[config.mk]
export PLATFORM = sky130hd
export DESIGN_NAME = fetch_unit
export DESIGN_NICKNAME = d
export VERILOG_FILES = /design/src/rtl/fetch_unit_pkg.sv /design/src/rtl/fetch_queue.sv /design/src/rtl/fetch_unit.sv
export SDC_FILE = /design/constraint.sdc
export NUM_CORES = 1
export LEC_CHECK = 0
export ABC_CLOCK_PERIOD_IN_PS = 7850
export CAP_MARGIN = 0
export CELL_PAD_IN_SITES_DETAIL_PLACEMENT = 1
export CELL_PAD_IN_SITES_GLOBAL_PLACEMENT = 1
export CORE_MARGIN = 2
export CORE_UTILIZATION = 44
export DETAILED_ROUTE_END_ITERATION = 6
export PLACE_DENSITY = 0.77
export SLEW_MARGIN = 5
export SYNTH_ARGS = -nofsm -noshare
export SYNTH_HDL_FRONTEND = slang
export SYNTH_HIERARCHICAL = 1
export SYNTH_SLANG_ARGS = --single-unit
[constraint.sdc]
create_clock -name clk -period 7.85 [get_ports clk]
set_clock_uncertainty 0.1 [all_clocks]
set_input_delay 1.9625 -clock clk [delete_from_list [all_inputs] [get_ports clk]]
set_output_delay 1.9625 -clock clk [all_outputs]
set_load 0.02 [all_outputs]
[src/rtl/fetch_unit_pkg.sv]
// Shared definitions for the instruction fetch front end: NOP encoding,
// fetch FSM states, reset PC default and the instruction-queue entry layout.
package fetch_unit_pkg;

  localparam logic [31:0] NOP_INST         = 32'h0000_0013;
  localparam logic [31:0] RESET_PC_DEFAULT = 32'h0000_0000;

  typedef enum logic {
    ST_FETCH = 1'b0,
    ST_FAULT = 1'b1
  } fetch_state_t;

  // 65-bit queue entry: instruction word, its address, misaligned-fetch flag
  typedef struct packed {
    logic [31:0] inst;
    logic [31:0] pc;
    logic        fault;
  } fetch_entry_t;

  function automatic logic is_misaligned(input logic [1:0] low_bits);
    return low_bits != 2'b00;
  endfunction

endpackage

[src/rtl/fetch_queue.sv]
// Synchronous FIFO with single-cycle flush; head is visible combinationally.
// Push into a full queue is accepted only when the head is popped in the same cycle.
module fetch_queue #(
  parameter int DEPTH = 2,
  parameter int WIDTH = 65
) (
  input  logic                         clk,
  input  logic                         rst_n,
  input  logic                         flush,
  input  logic                         push,
  input  logic [WIDTH-1:0]             wdata,
  input  logic                         pop,
  output logic [WIDTH-1:0]             rdata,
  output logic                         empty,
  output logic [$clog2(DEPTH+1)-1:0]   count
);

  localparam int AW = $clog2(DEPTH);
  localparam int CW = $clog2(DEPTH + 1);

  logic [WIDTH-1:0] mem [DEPTH];
  logic [AW-1:0]    wr_ptr;
  logic [AW-1:0]    rd_ptr;
  logic             full;
  logic             push_ok;
  logic             pop_ok;

  assign empty   = (count == '0);
  assign full    = (count == CW'(DEPTH));
  assign pop_ok  = pop && !empty;
  assign push_ok = push && (!full || pop_ok);
  assign rdata   = mem[rd_ptr];

  always_ff @(posedge clk or negedge rst_n) begin
    if (!rst_n) begin
      wr_ptr <= '0;
      rd_ptr <= '0;
      count  <= '0;
    end else if (flush) begin
      wr_ptr <= '0;
      rd_ptr <= '0;
      count  <= '0;
    end else begin
      if (push_ok) wr_ptr <= wr_ptr + 1'b1;
      if (pop_ok)  rd_ptr <= rd_ptr + 1'b1;
      if (push_ok && !pop_ok)      count <= count + 1'b1;
      else if (!push_ok && pop_ok) count <= count - 1'b1;
    end
  end

  // Storage needs no reset; pointers and count define what is valid.
  always_ff @(posedge clk) begin
    if (push_ok && !flush) mem[wr_ptr] <= wdata;
  end

endmodule

[src/rtl/fetch_unit.sv]
// Instruction fetch unit: issues word fetches under a queue-credit limit,
// buffers in-order responses, and discards responses orphaned by a redirect.
module fetch_unit
  import fetch_unit_pkg::*;
#(
  parameter logic [31:0] RESET_PC = RESET_PC_DEFAULT,
  parameter int          QDEPTH   = 2
) (
  input  logic        clk,
  input  logic        rst_n,
  output logic        imem_req,
  output logic [31:0] imem_addr,
  input  logic        imem_gnt,
  input  logic        imem_rvalid,
  input  logic [31:0] imem_rdata,
  input  logic        redirect,
  input  logic [31:0] redirect_pc,
  output logic        id_valid,
  input  logic        id_ready,
  output logic [31:0] id_inst,
  output logic [31:0] id_pc,
  output logic        id_fault
);

  localparam int CW = $clog2(QDEPTH + 1);
  localparam int SW = CW + 1;

  fetch_state_t  state;
  logic [31:0]   fetch_pc;
  logic [31:0]   resp_pc;
  logic [31:0]   fault_pc;
  logic          fault_pending;
  logic [CW-1:0] outstanding;
  logic [CW-1:0] drop_cnt;
  logic [CW-1:0] out_nxt;
  logic [CW-1:0] q_count;
  logic [SW-1:0] credit_sum;
  logic          q_empty;
  logic          q_push;
  logic          pop_fire;
  logic          fire;
  logic          rsp_keep;
  logic          fault_push;
  fetch_entry_t  q_head;
  fetch_entry_t  q_wdata;

  // A head leaving this cycle frees its slot, which keeps a 1-cycle memory streaming.
  assign pop_fire   = !q_empty && id_ready && !redirect;
  assign credit_sum = {1'b0, outstanding} + {1'b0, q_count} - {{CW{1'b0}}, pop_fire};
  assign imem_req   = rst_n && (state == ST_FETCH) && (credit_sum < SW'(QDEPTH));
  assign imem_addr  = fetch_pc;
  assign fire       = imem_req && imem_gnt;
  assign out_nxt    = outstanding + CW'(fire) - CW'(imem_rvalid);

  assign rsp_keep   = imem_rvalid && (drop_cnt == '0) && !redirect && (state == ST_FETCH);
  assign fault_push = (state == ST_FAULT) && fault_pending && (drop_cnt == '0) && !redirect;
  assign q_push     = rsp_keep || fault_push;
  assign q_wdata    = fault_push ? '{inst: NOP_INST, pc: fault_pc, fault: 1'b1}
                                 : '{inst: imem_rdata, pc: resp_pc, fault: 1'b0};

  fetch_queue #(
    .DEPTH (QDEPTH),
    .WIDTH (65)
  ) u_queue (
    .clk   (clk),
    .rst_n (rst_n),
    .flush (redirect),
    .push  (q_push),
    .wdata (q_wdata),
    .pop   (pop_fire),
    .rdata (q_head),
    .empty (q_empty),
    .count (q_count)
  );

  assign id_valid = !q_empty;
  assign id_inst  = q_empty ? NOP_INST : q_head.inst;
  assign id_pc    = q_empty ? 32'h0 : q_head.pc;
  assign id_fault = !q_empty && q_head.fault;

  // Everything still in flight at a redirect, including a same-cycle grant, becomes a drop.
  always_ff @(posedge clk or negedge rst_n) begin
    if (!rst_n) begin
      state         <= ST_FETCH;
      fetch_pc      <= RESET_PC;
      resp_pc       <= RESET_PC;
      fault_pc      <= 32'h0;
      fault_pending <= 1'b0;
      outstanding   <= '0;
      drop_cnt      <= '0;
    end else begin
      outstanding <= out_nxt;
      if (redirect) begin
        fetch_pc <= redirect_pc;
        resp_pc  <= redirect_pc;
        fault_pc <= redirect_pc;
        drop_cnt <= out_nxt;
        if (is_misaligned(redirect_pc[1:0])) begin
          state         <= ST_FAULT;
          fault_pending <= 1'b1;
        end else begin
          state         <= ST_FETCH;
          fault_pending <= 1'b0;
        end
      end else begin
        if (fire)                             fetch_pc      <= fetch_pc + 32'd4;
        if (imem_rvalid && drop_cnt != '0)    drop_cnt      <= drop_cnt - 1'b1;
        if (rsp_keep)                         resp_pc       <= resp_pc + 32'd4;
        if (fault_push)                       fault_pending <= 1'b0;
      end
    end
  end

endmodule

==> qor.csv <==
stage,metric,value,unit
outcome,status,finished clean,
synthesis,"count leader, synth",mux2_2,
sta,Fmax achieved,150.3,MHz
worst_setup_path,largest stage delay on the critical path,0.61,ns
clocking,CTS tree,done,
clocking,Sink Count,236,
synthesis,Syn Inst Count,900,
sta,count of final setup violators,0,
worst_setup_path,startpoint types,input pin,
pwr,pwr/cell area,255.6,nW/um2
final_layout,fillers,2562,
sta,RSZ-0062 raised after global routing,false,
clocking,Max Root-Sink Buffers,3,
grt,grt ovf,0,
pwr,Flop pwr share,41.9,%
pwr,Int Power,2.573,mW
worst_setup_path,WS Path Type,in -> out,
clocking,H-Tree Level Count,1,
synthesis,largest cells by area after synthesis,"edfxtp_1, dfrtp_1, mux2_2, nand2_1, nor2b_1",
worst_setup_path,Crit Path Max Fanout,3,
detailed_routing,# DRC,0,
floorplanning,die width,163.2,um
worst_setup_path,CP Data Required Time,5.79,ns
synthesis,most frequent cells after synthesis,"mux2_2, edfxtp_1, nand2_1",
worst_setup_path,Crit path depth,8,
grt,first-pass GRT wire length,44390,um
worst_hold_path,worst hold stages,1,
synthesis,prevailing post-synth register cell,edfxtp_1,
final_layout,"Core Util, Final",56.23,%
pwr,power consumption,3.598,mW
sta,Final Hold Viols,0,
detailed_routing,1st-iter DRT viols,347,
detailed_routing,Via density,5.290,
sta,Setup Total Neg Slack,0,ns
synthesis,Mean Syn Cell Area,12.39,um2
clocking,number of buffers created by CTS,27,
worst_hold_path,Hold Crit Class,reg -> reg,
worst_setup_path,WP data arrival,4.59,ns
synthesis,Post-synth EDFFs,130,
worst_setup_path,crit-path cells,clkdlybuf4s50_1 > and3_1 > ha_1 > nand2b_1 > fa_1 > xor2_1 > and4_1 > clkdlybuf4s50_1,
synthesis,Yosys top cell area share,35.00,%
final_layout,area grow syn2layout,26.20,%
detailed_routing,WL/cell,19.85,um
sta,final max-slew violation count,0,
grt,largest net degree at the start of global routing,76,
clocking,Root Buffer,clkbuf_16,
grt,vias in the first global route,8046,
floorplanning,Top Ports,169,
synthesis,post-synth top area cell,edfxtp_1,
worst_setup_path,Critical Path End Type,primary output,
clocking,"Reg clk slew, reported paths",0.06,ns
synthesis,synth warn,6,
pwr,sw frac,28.48,%
floorplanning,Rows,58,
floorplanning,DIE HEIGHT,163.2,um
sta,max_slew headroom,18.98,%
grt,Total GRT Usage,21.44,%
pwr,switching power,1.025,mW
grt,initial antenna violation count,1,
clocking,post-CTS sizing,0,
clocking,Post-CTS Setup Bufs,0,
synthesis,Cell variety after synth,51,
worst_setup_path,slowest CP cell,clkdlybuf4s50_1,
final_layout,Multi-input gate area,4318,um2
clocking,Clock Latency Late Sink,0.53,ns
detailed_routing,WL final,28030,um
final_layout,flip-flop and latch area,6558,um2
synthesis,synthesized flop and latch total,236,
detailed_routing,total number of vias,7470,
pwr,leakage power,5.273,nW
floorplanning,DIE AREA,26640,um2
synthesis,cell area after synthesis,11150,um2
final_layout,layout cells sized above 1,19.43,%
synthesis,syn nets,979,
final_layout,Final #Nets,1139,
sta,Final Cycle Share,84.77,%
floorplanning,Core Box Area,25040,um2
detailed_routing,first-pass iteration count of the detailed router,4,
worst_setup_path,cell mode on critical path,clkdlybuf4s50_1,
pwr,Comb power frac,22.4,%
detailed_routing,DRT antenna net count,0,
pwr,Clk pwr share,35.7,%
worst_setup_path,CP Buf/Inv Count,2,
clocking,number of hold buffers added after CTS,0,
synthesis,"Seq/Total Area, Yosys",58.78,%
pwr,maximum vdd drop,151.3,uV
place,RD Place Congestion,0.8164,
floorplanning,Initial Util,44.55,%
synthesis,"Async S/R FF share, synth",44.92,%
worst_setup_path,Reg2Reg Depth,16,
worst_setup_path,cell family with most CP delay,buffers and inverters,
job,max-cap viol count,0,
place,# port buffers,168,
sta,min cycle time layout,6.655,ns
sta,Worst-Margin Slew,1.214,ns
place,hpwl dp,18000,um
[final timing paths]
path | slack, ns | from | endpoint
worst min register to register | 0.41 | fault_pc[24] | fault_pc[24]
min in group asynchronous | 1.28 | rst_n | imem_addr[16]
worst max register to register | 3.80 | u_queue/count[0] | drop_cnt[1]
worst max-delay path | 1.20 | id_ready | imem_req
worst min-delay path | 0.41 | fault_pc[24] | fault_pc[24]
max in group asynchronous | 4.91 | rst_n | u_queue/rd_ptr
[power groups by stage]
stage / registers, mW / logic, mW / clock network [mW]
6_report: 1.51 / 0.806 / 1.28
5_1_grt: 1.52 / 0.882 / 1.36
4_1_cts: 1.51 / 0.819 / 1.31
3_5_place_dp: 1.53 / 0.811 / 0
3_3_place_gp: 1.53 / 0.792 / 0
2_1_floorplan: 1.53 / 0.450 / 0
[state kept, by name (all words and copies together), names as in the netlist]
| name | count |
|---|---|
| u_queue/mem | 130 |
| fault_pc | 32 |
| imem_addr | 32 |
| resp_pc | 32 |
| drop_cnt | 2 |
| outstanding | 2 |
| u_queue/count | 2 |
| fault_pending | 1 |
| state | 1 |
| u_queue/rd_ptr | 1 |
| u_queue/wr_ptr | 1 |
[per-stage QoR]
step | hold slack [ns] | instances | worst slack, ns | instance area [um2]
final | 0.4062 | 1412 | 1.195 | 14080
after global routing | 0.4248 | 1412 | 1.119 | 14080
after CTS | 0.4100 | 1411 | 1.182 | 14070
after detailed placement | 0.3964 | 1361 | 1.189 | 13140
after global placement | 0.3890 | 1361 | 1.264 | 13140
after floorplan | 0.3806 | 900 | 1.423 | 11160
[cells in the final DEF (no fill, tap or decap), drive strengths merged, types with 6 or more instances in the layout]
cell type | synthesis | routed
inv | 27 | 29
nor4 | 18 | 18
nor2 | 19 | 19
xnor2 | 25 | 25
and4 | 8 | 8
clkbuf | 31 | 39
nand2b | 8 | 8
xor2 | 38 | 38
edfxtp | 130 | 130
o21ai | 17 | 17
nand2 | 124 | 124
nand3 | 18 | 18
clkdlybuf4s50 | 0 | 166
dfrtp | 106 | 106
ha | 8 | 8
a21oi | 11 | 11
mux2 | 135 | 135
clkinv | 0 | 6
nand4 | 15 | 15
and3 | 8 | 8
nor2b | 63 | 63
nor3 | 18 | 18
buf | 15 | 11
and2 | 32 | 32
[cell families after synthesis]
group                    Yosys count  synth area share (%)
adder cells (fa/ha/maj)            9                 1.077
buffers and inverters             73                 2.782
XOR/XNOR                          63                 4.947
multiplexers                     137                 13.84
AO/OA/AOI/OAI                     39                 2.109
flip-flops                       236                 58.78
AND/OR/NAND/NOR                  343                 16.47
[metal layers]
| layer | up-vias | global-route usage (%) | wire [um] |
|---|---|---|---|
| met4 | 0 | 6.758 | 786 |
| met1 | 3773 | 28.73 | 12420 |
| met3 | 51 | 2.311 | 1134 |
| met5 | - | 0 | 0 |
| li1 | 3468 | - | - |
| met2 | 178 | 36.69 | 13690 |
[final cells by class]
cell class                 instances  share of cell area [%]
tap                              330                   2.933
sequential                       236                   46.58
multi-input combinational        591                   30.67
timing repair buffer             177                   12.46
clock buffer                      39                   5.777
inverter                          27                  0.7199
antenna                            1                 0.01778
clock inverter                    11                  0.8355
(Power assumes the default switching activity.)
